`config.mk`:
```
export PLATFORM = sky130hd
export DESIGN_NAME = reg_decoder
export DESIGN_NICKNAME = d
export VERILOG_FILES = /design/src/rtl/alu_pkg.sv /design/src/rtl/pattern_gen.sv /design/src/rtl/reg_decoder.sv
export SDC_FILE = /design/constraint.sdc
export NUM_CORES = 1
export LEC_CHECK = 0
export ABC_AREA = 1
export CORE_MARGIN = 10
export CORE_UTILIZATION = 45
export CTS_BUF_LIST = sky130_fd_sc_hd__clkbuf_4 sky130_fd_sc_hd__clkbuf_8 sky130_fd_sc_hd__clkbuf_16
export CTS_CLUSTER_SIZE = 14
export DETAILED_ROUTE_END_ITERATION = 7
export GPL_TIMING_DRIVEN = 0
export PLACE_DENSITY_LB_ADDON = 0.08
export SETUP_SLACK_MARGIN = 0.2
export SYNTH_ARGS = -nofsm -noshare
export SYNTH_HDL_FRONTEND = slang
export SYNTH_SLANG_ARGS = --single-unit
```
`constraint.sdc`:
```
create_clock -name clk -period 2 [get_ports clk]
set_input_delay 0.4 -clock clk [delete_from_list [all_inputs] [get_ports clk]]
set_output_delay 0.4 -clock clk [all_outputs]
set_load 0.05 [all_outputs]
```
`src/rtl/alu_pkg.sv`:
```
// Shared definitions for the register decoder.
// Holds the command mode encodings, the FSM state encodings and the default
// values for the select width and the scan dwell time.
package alu_pkg;

    localparam int unsigned SEL_W_DEF = 4;
    localparam int unsigned DWELL_DEF = 3;

    typedef enum logic [1:0] {
        ModeOneHot = 2'b00,
        ModeTherm  = 2'b01,
        ModeScan   = 2'b10,
        ModeRsvd   = 2'b11
    } mode_e;

    typedef enum logic [1:0] {
        StIdle   = 2'b00,
        StStatic = 2'b01,
        StScan   = 2'b10
    } state_e;

endpackage

```
`src/rtl/pattern_gen.sv`:
```
// Combinational pattern generator.
// Turns an index and a command mode into the decoded output vector.
// Ports:
//   mode    - command mode (one-hot and scan both give a one-hot vector)
//   index   - bit position to decode
//   pattern - one-hot, thermometer (bits 0..index) or all zeros (reserved)
module pattern_gen
    import alu_pkg::*;
#(
    parameter int unsigned SEL_W = SEL_W_DEF
) (
    input  mode_e                   mode,
    input  logic [SEL_W-1:0]        index,
    output logic [(2**SEL_W)-1:0]   pattern
);

    localparam int unsigned OUT_W = 2**SEL_W;

    always_comb begin
        pattern = '0;
        unique case (mode)
            ModeOneHot, ModeScan: pattern[index] = 1'b1;
            ModeTherm: begin
                for (int i = 0; i < OUT_W; i++) begin
                    pattern[i] = (i <= int'(index));
                end
            end
            default: pattern = '0;
        endcase
    end

endmodule

```
`src/rtl/reg_decoder.sv`:
```
// Registered decoder with one-hot, thermometer and scanning modes.
// Ports:
//   clk, rst        - clock and synchronous active-high reset
//   enable          - low forces idle and clears all outputs
//   mode, select    - command (mode, index), taken when in_valid and in_ready
//   in_valid        - command present
//   in_ready        - equals enable
//   out, out_valid  - registered pattern and its qualifier
//   oe              - tri-state output enable, equal to out_valid
//   scan_wrap       - pulse when the scan index wraps back to 0
//   mode_err        - pulse when a reserved-mode command is taken
module reg_decoder
    import alu_pkg::*;
#(
    parameter int unsigned SEL_W = SEL_W_DEF,
    parameter int unsigned DWELL = DWELL_DEF,
    localparam int unsigned OUT_W = 2**SEL_W
) (
    input  logic              clk,
    input  logic              rst,
    input  logic              enable,
    input  logic [1:0]        mode,
    input  logic [SEL_W-1:0]  select,
    input  logic              in_valid,
    output logic              in_ready,
    output logic [OUT_W-1:0]  out,
    output logic              out_valid,
    output logic              oe,
    output logic              scan_wrap,
    output logic              mode_err
);

    localparam int unsigned DCNT_W = (DWELL > 1) ? $clog2(DWELL) : 1;
    localparam logic [DCNT_W-1:0] DWELL_LAST = DCNT_W'(DWELL - 1);

    state_e              state_q, state_d;
    logic [SEL_W-1:0]    idx_q, idx_d;
    logic [DCNT_W-1:0]   dwell_q, dwell_d;
    logic [OUT_W-1:0]    out_q, out_d;
    logic                out_valid_q, out_valid_d;
    logic                scan_wrap_q, scan_wrap_d;
    logic                mode_err_q, mode_err_d;

    mode_e               cmd_mode;
    logic                accept;
    logic [SEL_W-1:0]    idx_adv;
    mode_e               pg_mode;
    logic [SEL_W-1:0]    pg_idx;
    logic [OUT_W-1:0]    pg_pattern;

    assign cmd_mode = mode_e'(mode);
    assign accept   = enable & in_valid;
    // Index wraps naturally since OUT_W == 2**SEL_W.
    assign idx_adv  = idx_q + SEL_W'(1);

    // One generator serves both a new command and the next scan position.
    assign pg_mode  = accept ? cmd_mode : ModeScan;
    assign pg_idx   = accept ? select : idx_adv;

    pattern_gen #(
        .SEL_W (SEL_W)
    ) u_pattern_gen (
        .mode    (pg_mode),
        .index   (pg_idx),
        .pattern (pg_pattern)
    );

    always_comb begin
        state_d     = state_q;
        idx_d       = idx_q;
        dwell_d     = dwell_q;
        out_d       = out_q;
        out_valid_d = out_valid_q;
        scan_wrap_d = 1'b0;
        mode_err_d  = 1'b0;

        if (!enable) begin
            state_d     = StIdle;
            idx_d       = '0;
            dwell_d     = '0;
            out_d       = '0;
            out_valid_d = 1'b0;
        end else if (in_valid) begin
            idx_d   = select;
            dwell_d = '0;
            out_d   = pg_pattern;
            unique case (cmd_mode)
                ModeOneHot, ModeTherm: begin
                    state_d     = StStatic;
                    out_valid_d = 1'b1;
                end
                ModeScan: begin
                    state_d     = StScan;
                    out_valid_d = 1'b1;
                end
                default: begin
                    state_d     = StIdle;
                    idx_d       = '0;
                    out_valid_d = 1'b0;
                    mode_err_d  = 1'b1;
                end
            endcase
        end else if (state_q == StScan) begin
            if (dwell_q == DWELL_LAST) begin
                dwell_d     = '0;
                idx_d       = idx_adv;
                out_d       = pg_pattern;
                scan_wrap_d = (idx_adv == '0);
            end else begin
                dwell_d = dwell_q + DCNT_W'(1);
            end
        end
    end

    always_ff @(posedge clk) begin
        if (rst) begin
            state_q     <= StIdle;
            idx_q       <= '0;
            dwell_q     <= '0;
            out_q       <= '0;
            out_valid_q <= 1'b0;
            scan_wrap_q <= 1'b0;
            mode_err_q  <= 1'b0;
        end else begin
            state_q     <= state_d;
            idx_q       <= idx_d;
            dwell_q     <= dwell_d;
            out_q       <= out_d;
            out_valid_q <= out_valid_d;
            scan_wrap_q <= scan_wrap_d;
            mode_err_q  <= mode_err_d;
        end
    end

    assign in_ready  = enable;
    assign out       = out_q;
    assign out_valid = out_valid_q;
    assign oe        = out_valid_q;
    assign scan_wrap = scan_wrap_q;
    assign mode_err  = mode_err_q;

endmodule

```
; ---- Yosys cells after proc, flatten, opt, wreduce, memory -nomap -nowiden
; Index checks and enable logic that the tools add are counted.
[op_classes]
eq_ne = 6
n_mux = 16
order_cmp = 17
reduce_logical = 14
bitwise = 5
add_sub_neg = 2
[op_table]
columns = operator, count
row1 = 16-bit two-way mux, 3
row2 = 4-bit less-or-equal comparator (first input constant), 8
row3 = 16-bit one-hot mux with 2 select lines, 1
row4 = 4-bit two-way mux, 5
row5 = 3-bit by 4-bit less-or-equal comparator with 1-bit output (first input constant), 4
row6 = 3-bit OR reduction, 3
row7 = 2-bit equality test (second input constant), 4
row8 = 2-bit by 4-bit less-or-equal comparator with 1-bit output (first input constant), 2
row9 = 2-bit OR reduction, 3
row10 = 4-bit by 5-bit less-than comparator with 1-bit output (second input constant), 1
row11 = 5-bit OR reduction, 1
row12 = 4-bit by 1-bit adder with 4-bit output (second input constant), 1
row13 = 1-bit demux with 4-bit select, 1
row14 = 2-bit by 1-bit equality test with 1-bit output (second input constant), 2
row15 = 4-bit by 1-bit greater-or-equal comparator with 1-bit output (second input constant), 1
row16 = 1-bit by 4-bit less-or-equal comparator with 1-bit output (first input constant), 1
row17 = 2-bit logical NOT, 2
row18 = 4-bit logical NOT, 1
row19 = 2-bit two-way mux, 2
row20 = 1-bit inverter, 4
row21 = 2-bit one-hot mux with 2 select lines, 1
row22 = 2-bit nonzero test, 2
row23 = 1-bit two-way mux, 3
row24 = 2-bit by 1-bit adder with 2-bit output (second input constant), 1
row25 = 3 further kinds, 3
[word_totals]
elab_cells = 67
in_bits = 10
reg_bits = 27
out_inout_bits = 21

; ---- Logic depth before layout (Yosys ltp)
; Gate-level depths: netlist (run 1).
[depth]
ltp_word = 10
ltp_mapped = 13
depth_no_buf = 13

; ---- Modules after synthesis
; Synthesis (run 1) repeated with hierarchy kept, for this count alone.
[unflattened]
cells_unflattened = 236
hier_area_um2 = 1530.2
[by_module_without_submodules]
columns = module, seq_area_each_um2, n_inst, cells_per_inst, area_per_inst_um2
row1 = reg_decoder, 540.5, 1, 171, 1237.4
row2 = pattern_gen, 0.0, 1, 65, 292.8

; ---- Worst setup path before layout (run 1)
; No wires, ideal clock.
[synth_path]
path_type = reg-to-reg
start = reg idx_q[0]
end = reg out_q[3] (netlist: out[3])
setup_time_ns = 0.056
required_time_ns = 1.944
path_slack_ns = 0.602
period_less_slack_ns = 1.398
arrival_ns = 1.342
stages_incl_launch_ff = 11
path_buffers = 0
path_cell_list = dfxtp_1 ha_1 inv_1 nand2_2 nand2_4 inv_2 nand2_2 or2_1 o21ai_1 o21ai_1 inv_1
[synth_via]
elab_chain_cells = 10
word_cells_on_any_way = 12
cone_classes = add/sub (1) / order compare (3) / mux (7) / reduce/logical (1)
[synth_lines]
columns = item, line
row1 = "start, declared", reg_decoder.sv:37  ; logic [SEL_W-1:0] idx_q, idx_d;
row2 = "start signal, assigned", reg_decoder.sv:126  ; idx_q <= idx_d;
row3 = 4-bit by 1-bit adder with 4-bit output (*), reg_decoder.sv:54  ; assign idx_adv = idx_q + SEL_W'(1);
row4 = 4-bit two-way mux (*), reg_decoder.sv:58  ; assign pg_idx = accept ? select : idx_adv;
row5 = 4-bit by 5-bit less-than comparator with 1-bit output (not written as such) / 4-bit by 1-bit greater-or-equal comparator with 1-bit output (equally long branches), pattern_gen.sv:22  ; ModeOneHot, ModeScan: pattern[index] = 1'b1;
row6 = 1-bit logical AND (not written as such), pattern_gen.sv:22
row7 = 1-bit two-way mux (not written as such), pattern_gen.sv:22
row8 = 1-bit demux with 4-bit select, --
row9 = 16-bit one-hot mux with 2 select lines (*), pattern_gen.sv:21  ; unique case (mode)
row10 = 16-bit two-way mux, reg_decoder.sv:104  ; if (dwell_q == DWELL_LAST) begin
row11 = 16-bit two-way mux, reg_decoder.sv:103  ; end else if (state_q == StScan) begin
row12 = 16-bit two-way mux (*), reg_decoder.sv:83  ; end else if (in_valid) begin
row13 = "end signal, assigned", reg_decoder.sv:128  ; out_q <= out_d;
row14 = "end, declared", reg_decoder.sv:39  ; logic [OUT_W-1:0] out_q, out_d;
; Mark *: on every way between the ends. The rest lies on a longest branch, timed or not. The select of a mux whose other input is x is not followed.
; A chain may end at the register's enable or synchronous reset.

; ---- Worst setup path in the final report (run 1)
[layout_path]
start = reg out_valid_q (netlist: oe)
end = out out_valid
[layout_rtl]
columns = item, line
row1 = "start, declared", reg_decoder.sv:40  ; logic out_valid_q, out_valid_d;
row2 = "start signal, assigned", reg_decoder.sv:129  ; out_valid_q <= out_valid_d;
row3 = "end, declared", reg_decoder.sv:27  ; output logic out_valid,
; No word-level cell between the ends.

==> results.py, run 1 <==
metrics = {
    "die": {
        "pin_count": 31,
        "start_util": 0.4736,
        "fp-row-count": 20,
        "die_w_um": 76.92,
        "die_area_um2": 5916,
        "core_area_um2": 3078,
        "die_h_um": 76.92,
    },
    "clocking": {
        "post_cts_buffers": 0,
        "clk_latency_ns": 0.33,
        "cts_root_buf": "clkbuf_4",
        "tritoncts": "built",
        "cts.sink_count": 27,
        "path_clk_slew_ns": 0.14,
        "h-tree-depth": 1,
        "cts_buffer_depth": 2,
        "numCtsBuffers": 3,
    },
    "global_routing": {
        "overflow": 0,
        "grt_use_total": 0.1285,
        "antenna_found_initial": 0,
        "grt_pass1_vias": 1422,
        "grt_pass1_wl_um": 6499,
        "grt_start_max_net_pins": 16,
    },
    "detailed_routing": {
        "wl_um": 3686,
        "drcViolationCount": 0,
        "drt-pass1-iter-count": 4,
        "ant_nets": 0,
        "vias": 1507,
        "drtIter0Drc": 111,
        "viasPerCell": 5.057,
        "wl_per_cell_um": 12.37,
    },
    "logic_synthesis": {
        "synth.avg_cell_area_um2": 6.626,
        "synth_edf_count": 0,
        "syn-cell-area_um2": 1458,
        "netlist.area_leader.share": 0.3708,
        "synthTopCellsByArea": "dfxtp_1 (37%), nand2_1 (15%), a21oi_1 (6.2%), inv_1 (6.2%), nand3_1 (5.8%)",
        "ys_seq_area_frac": 0.3708,
        "synth_adder_area_share": 0.008584,
        "yosysWarnings": 0,
        "post-synth-top-count-cell": "nand2_1",
        "synth_top_family_by_area": "simple AND/OR/NAND/NOR gates",
        "ys_ff_latch": 27,
        "synthCells": 220,
        "synth-simple-area-share": 0.3639,
        "synth_top_area_cell": "dfxtp_1",
        "synth_fp_nets": 231,
        "synthFlopType": "dfxtp_1",
        "synth_commonest_cells": "nand2_1 (60), dfxtp_1 (27), inv_1 (24)",
        "synthXorXnorAreaFrac": 0,
        "async_flop_share": 0,
        "synth.distinct_cells": 26,
        "muxShareOfSynthArea": 0,
        "synth_compound_area_frac": 0.1519,
    },
    "final_layout": {
        "fin_cells": 298,
        "design_area_um2": 1822,
        "drive_above_1_share": 0.1339,
        "diodes": 0,
        "fin_nets": 266,
        "fillers": 336,
        "syn_to_final_growth_pct": 24.98,
        "fin_util": 0.5919,
        "multi_input_area_um2": 770.7,
        "seq_area_um2": 541.8,
    },
    "pwr": {
        "p_seq_frac": 0.545,
        "p_clk_frac": 0.234,
        "comb_power_share": 0.221,
        "swShare": 0.3187,
        "internal_power_uw": 695.8,
        "power_leakage_nw": 0.8539,
        "vdd_drop_max_v": 0.0003122,
        "power_density_nw_per_um2": 560.6,
        "p_switching_uw": 325.5,
    },
    "placed_design": {
        "dpl-instance-area_um2": 1813,
        "portBuffers": 30,
        "place_inst": 294,
        "dpl.hpwl_um": 2823,
        "place.gp.congestion": 0.9421,
    },
    "outcome": {
        "status": "finished, final reports clean",
    },
    "sta": {
        "slew_violations": 0,
        "maxSlewHeadroom": 0.6691,
        "period_minus_slack_ns": 1.698,
        "fin_crit_sh": 0.8492,
        "setup_viol": 0,
        "skew_ns": 0.002700,
        "rsz0062_at_grt": "true",
        "clock.fmax_ghz": 0.5888,
        "hold_viol_final": 0,
        "tightest_slew_ns": 0.4984,
    },
    "min_path": {
        "min_path_cells": 2,
        "min_path_type": "reg2reg",
        "hp-start": "out[1]",
        "min_to": "out[1]",
    },
    "setup_path": {
        "r2r-end": "out[14]",
        "crit_path_start_kind": "register",
        "critPathCaptureType": "primary output",
        "worst-setup-path-type": "reg2out",
        "r2r_start": "idx_q[1]",
        "rrSetupSlack_ns": 0.41,
        "crit_arrival_ns": 1.30,
        "cp.required_ns": 1.60,
        "r2r_cells": 9,
        "cp_max_fo": 3,
    },
    "job": {
        "cap_violations": 0,
    },
}
[critical path, stage by stage, from the launching register on]
cell	delay [ns]
dfxtp_1	0.37
buf_4	0.11
clkdlybuf4s15_1	0.49
[through the flow]
| step | power (mW) | worst slack [ns] | TNS, ns | hold slack, ns |
|---|---|---|---|---|
| 2_1_floorplan | 0.7250 | 0.6018 | 0 | 0.4290 |
| 3_3_place_gp | 0.7995 | -0.3425 | -2.323 | 0.4491 |
| 3_5_place_dp | 0.7972 | -0.3451 | -1.824 | 0.4538 |
| 4_1_cts | 1.035 | 0.09163 | 0 | 0.4727 |
| 5_1_grt | 1.081 | 0.1962 | 0 | 0.4906 |
| 6_report | 1.021 | 0.3017 | 0 | 0.4707 |
[layout make-up]
type | instances | share of cell area
buffer | 6 | 0.02198
clock buffer | 3 | 0.01236
clock inverter | 1 | 0.002747
inverter | 30 | 0.06181
multi-input combinational | 157 | 0.4231
sequential | 27 | 0.2974
tap | 44 | 0.03022
timing repair buffer | 30 | 0.1504
[placed cells by master (no fill, tap or decap), drive strengths merged]
cell / count
a31oi: 3
inv: 30
buf: 7
nand4: 5
nand2: 69
or2: 2
o31ai: 1
clkbuf: 3
nor2: 16
clkinv: 1
o22ai: 2
clkdlybuf4s50: 8
nand3: 18
dlygate4sd2: 19
a22oi: 1
ha: 1
dlymetal6s2s: 1
nor3: 4
clkdlybuf4s15: 1
a21oi: 18
dfxtp: 27
o21ai: 17
[how the worst max path moves through the flow]
stage | end | cells after the start | from | slack [ns]
final | out_valid | 2 | oe | 0.30
after global routing | out[6] | 8 | in_valid | 0.20
after CTS | in_ready | 3 | enable | 0.09
after detailed placement | in_ready | 3 | enable | -0.35
after global placement | in_ready | 3 | enable | -0.34
after floorplan | out[3] | 10 | idx_q[0] | 0.60
[cells by family after synthesis]
family	Yosys count
AOI/OAI and AO/OA	42
adders and majority gates	1
buffers and inverters	36
DFF	27
and+or+nand+nor	114
[power by group through the flow]
stage	clock (mW)	sequential [mW]	combinational [mW]
global placement	0	0.568	0.232
floorplan	0	0.588	0.137
finish	0.239	0.556	0.226
detailed placement	0	0.568	0.229
global route	0.266	0.558	0.256
CTS	0.254	0.556	0.225
[state kept, by name, indices dropped and copies added (netlist names)]
register and cells:
out 16, mode_err 1, idx_q 4, state_q 2
dwell_q 2, oe 1, scan_wrap 1
[routing by layer]
layer	part of all wire	track usage	wire, um	up-vias
li1	-	-	-	783
met1	0.47	0.1606	1732	673
met2	0.46	0.2066	1688	44
met3	0.061	0.04429	226	7
met4	0.011	0.02788	40	0
met5	0	0	0	-
[timing repair]
| item | 4_1_cts | 5_1_grt |
|---|---|---|
| resized for setup | 23 | 9 |
| setup endpoints to repair | 21 | 20 |
| hold buffers | 0 | 0 |
No activity file was read; power rests on OpenSTA's default activity.
==> run 2: changes to the inputs <==
==> constraint.sdc (replaced) <==
create_clock -name clk -period 1.4 [get_ports clk]
set_input_delay 0.28 -clock clk [delete_from_list [all_inputs] [get_ports clk]]
set_output_delay 0.28 -clock clk [all_outputs]
set_load 0.05 [all_outputs]
==> run 2 against run 1 <==
  * The flow now finishes with violations (setup timing)
  * Sequential power up 43%
  * First-iteration DRC count up 25%
  * Clock skew up 0.0051 ns
  * Final area up 34%
  * Register-to-register slack worse by 0.53 ns
  * Critical path depth up 8
  * Die area unchanged
  * Combinational power up 140%
  * Final cell count up 10%
  * Non-clock buffer count up 30
  * Sequential cell count unchanged
  * Largest cell class unchanged
==> results.py, run 2 (synthesis gave the netlist of run 1 again) <==
metrics = {
    "outcome": {
        "status": "complete, but fails checks",
        "violations": "setup timing",
    },
    "final_layout": {
        "largest_register_ffs": 16,
        "fin_nets": 296,
        "layout_commonest_cell": "nand2_1",
        "fin_cells": 328,
        "drive_above_1_share": 0.4930,
        "fin_util": 0.7907,
        "diodes": 0,
        "syn_to_final_growth_pct": 66.95,
        "fillers": 223,
        "mostFrequentLayoutCells": "nand2_1 (45), buf_4 (29), buf_6 (25)",
        "design_area_um2": 2434,
    },
    "setup_path": {
        "critPathCaptureType": "register",
        "cp_num_buf_inv": 1,
        "worst-setup-path-type": "reg2reg",
        "path_delay_family": "simple AND/OR/NAND/NOR gates",
        "cp.required_ns": 1.69,
        "critPathSlowestCell": "dfxtp_4",
        "crit_path_max_incr_delay_ns": 0.39,
        "cp_max_fo": 7,
        "crit_path_cell_trace": "ha_4 -> inv_2 -> nand2_2 -> nand2_4 -> nand2_2 -> nor2_2 -> nand3_1 -> nand3_1 -> nand2_1 -> a21oi_1",
        "crit_arrival_ns": 1.80,
        "crit_path_start_kind": "register",
    },
    "sta": {
        "maxSlewHeadroom": 0.7921,
        "slew_violations": 0,
        "finalSetupTns_ns": -0.9039,
        "clock.fmax_ghz": 0.6598,
        "timing.final.ws_setup_ns": -0.1157,
        "hold_viol_final": 0,
        "fin_crit_sh": 1.083,
        "period_minus_slack_ns": 1.516,
        "setup_viol": 16,
        "fin_hold_ws_ns": 0.2032,
        "tightest_slew_ns": 0.3085,
        "rsz0062_at_grt": "true",
        "skew_ns": 0.007816,
    },
    "global_routing": {
        "grt_pass1_vias": 1633,
        "grt_pass1_wl_um": 7507,
        "grt_start_max_net_pins": 15,
        "antenna_found_initial": 0,
        "overflow": 0,
        "grt_use_total": 0.1484,
    },
    "placed_design": {
        "place_inst": 294,
        "place.gp.congestion": 0.8980,
        "portBuffers": 30,
        "dpl-instance-area_um2": 1847,
        "dpl.hpwl_um": 2904,
        "place_ws_ns": -0.7004,
    },
    "die": {
        "fp-row-count": 20,
        "start_util": 0.4736,
        "core_area_um2": 3078,
        "die_area_um2": 5916,
        "die_w_um": 76.92,
        "pin_count": 31,
        "die_h_um": 76.92,
    },
    "pwr": {
        "power_density_nw_per_um2": 700.4,
        "p_seq_frac": 0.467,
        "p_clk_frac": 0.220,
        "total_power_mw": 1.704,
        "swShare": 0.3406,
        "power_leakage_nw": 1.035,
        "internal_power_mw": 1.124,
        "vdd_drop_max_v": 0.0004356,
        "p_switching_uw": 580.5,
        "comb_power_share": 0.313,
    },
    "clocking": {
        "cts.sink_count": 27,
        "clk_latency_ns": 0.34,
        "cts_hold_buffers": 0,
        "numCtsBuffers": 3,
        "tritoncts": "built",
        "cts_buffer_depth": 2,
        "h-tree-depth": 1,
        "path_clk_slew_ns": 0.15,
        "cts_root_buf": "clkbuf_4",
    },
    "detailed_routing": {
        "vias": 1764,
        "wl_um": 5233,
        "drt-pass1-iter-count": 6,
        "drtIter0Drc": 139,
        "ant_nets": 0,
        "drcViolationCount": 0,
        "viasPerCell": 5.378,
        "wl_per_cell_um": 15.95,
    },
    "job": {
        "cap_violations": 0,
    },
    "min_path": {
        "min_path_type": "in2reg",
    },
}
-- run 2: what timing repair did --
| item | 4_1_cts | 5_1_grt |
|---|---|---|
| pin swaps | 25 | 24 |
| gates resized for setup | 184 | 60 |
| setup endpoints to repair | 47 | 40 |
| gates cloned | 0 | 0 |
| buffers inserted | 20 | 10 |
-- run 2: per-layer routing --
layer,track usage,up-vias,wire length [um],part of all wire
li1,-,851,-,-
met1,0.1843,814,2175,0.42
met2,0.2395,81,2550,0.49
met3,0.03263,18,328,0.063
met4,0.06320,0,178,0.034
met5,0,-,0,0
-- run 2: final timing paths --
kind | from | to | slack, ns | cells past startpoint
setup / recovery | idx_q[0] | out[1] | -0.12 | 10
hold / removal | rst | mode_err | 0.20 | 2
setup reg to reg | idx_q[0] | out[1] | -0.12 | 10
hold reg to reg | out[0] | out[0] | 0.48 | 2
-- run 2: cell type report --
cell class / instances / area (um2) / share of cell area
multi-input cells: 157 / 1042 / 0.4283
repair buffers: 60 / 566.8 / 0.2329
flip-flops and latches: 27 / 554.3 / 0.2278
inverters: 30 / 127.6 / 0.05244
plain buffers: 6 / 57.56 / 0.02365
well taps: 44 / 55.05 / 0.02262
clock buffers: 4 / 30.03 / 0.01234
-- run 2: power groups by stage --
stage	clock, mW	sequential (mW)	combinational, mW
global route	0.393	0.799	0.567
global placement	0	0.813	0.343
CTS	0.380	0.795	0.442
detailed placement	0	0.813	0.341
floorplan	0	0.842	0.207
finish	0.375	0.796	0.533
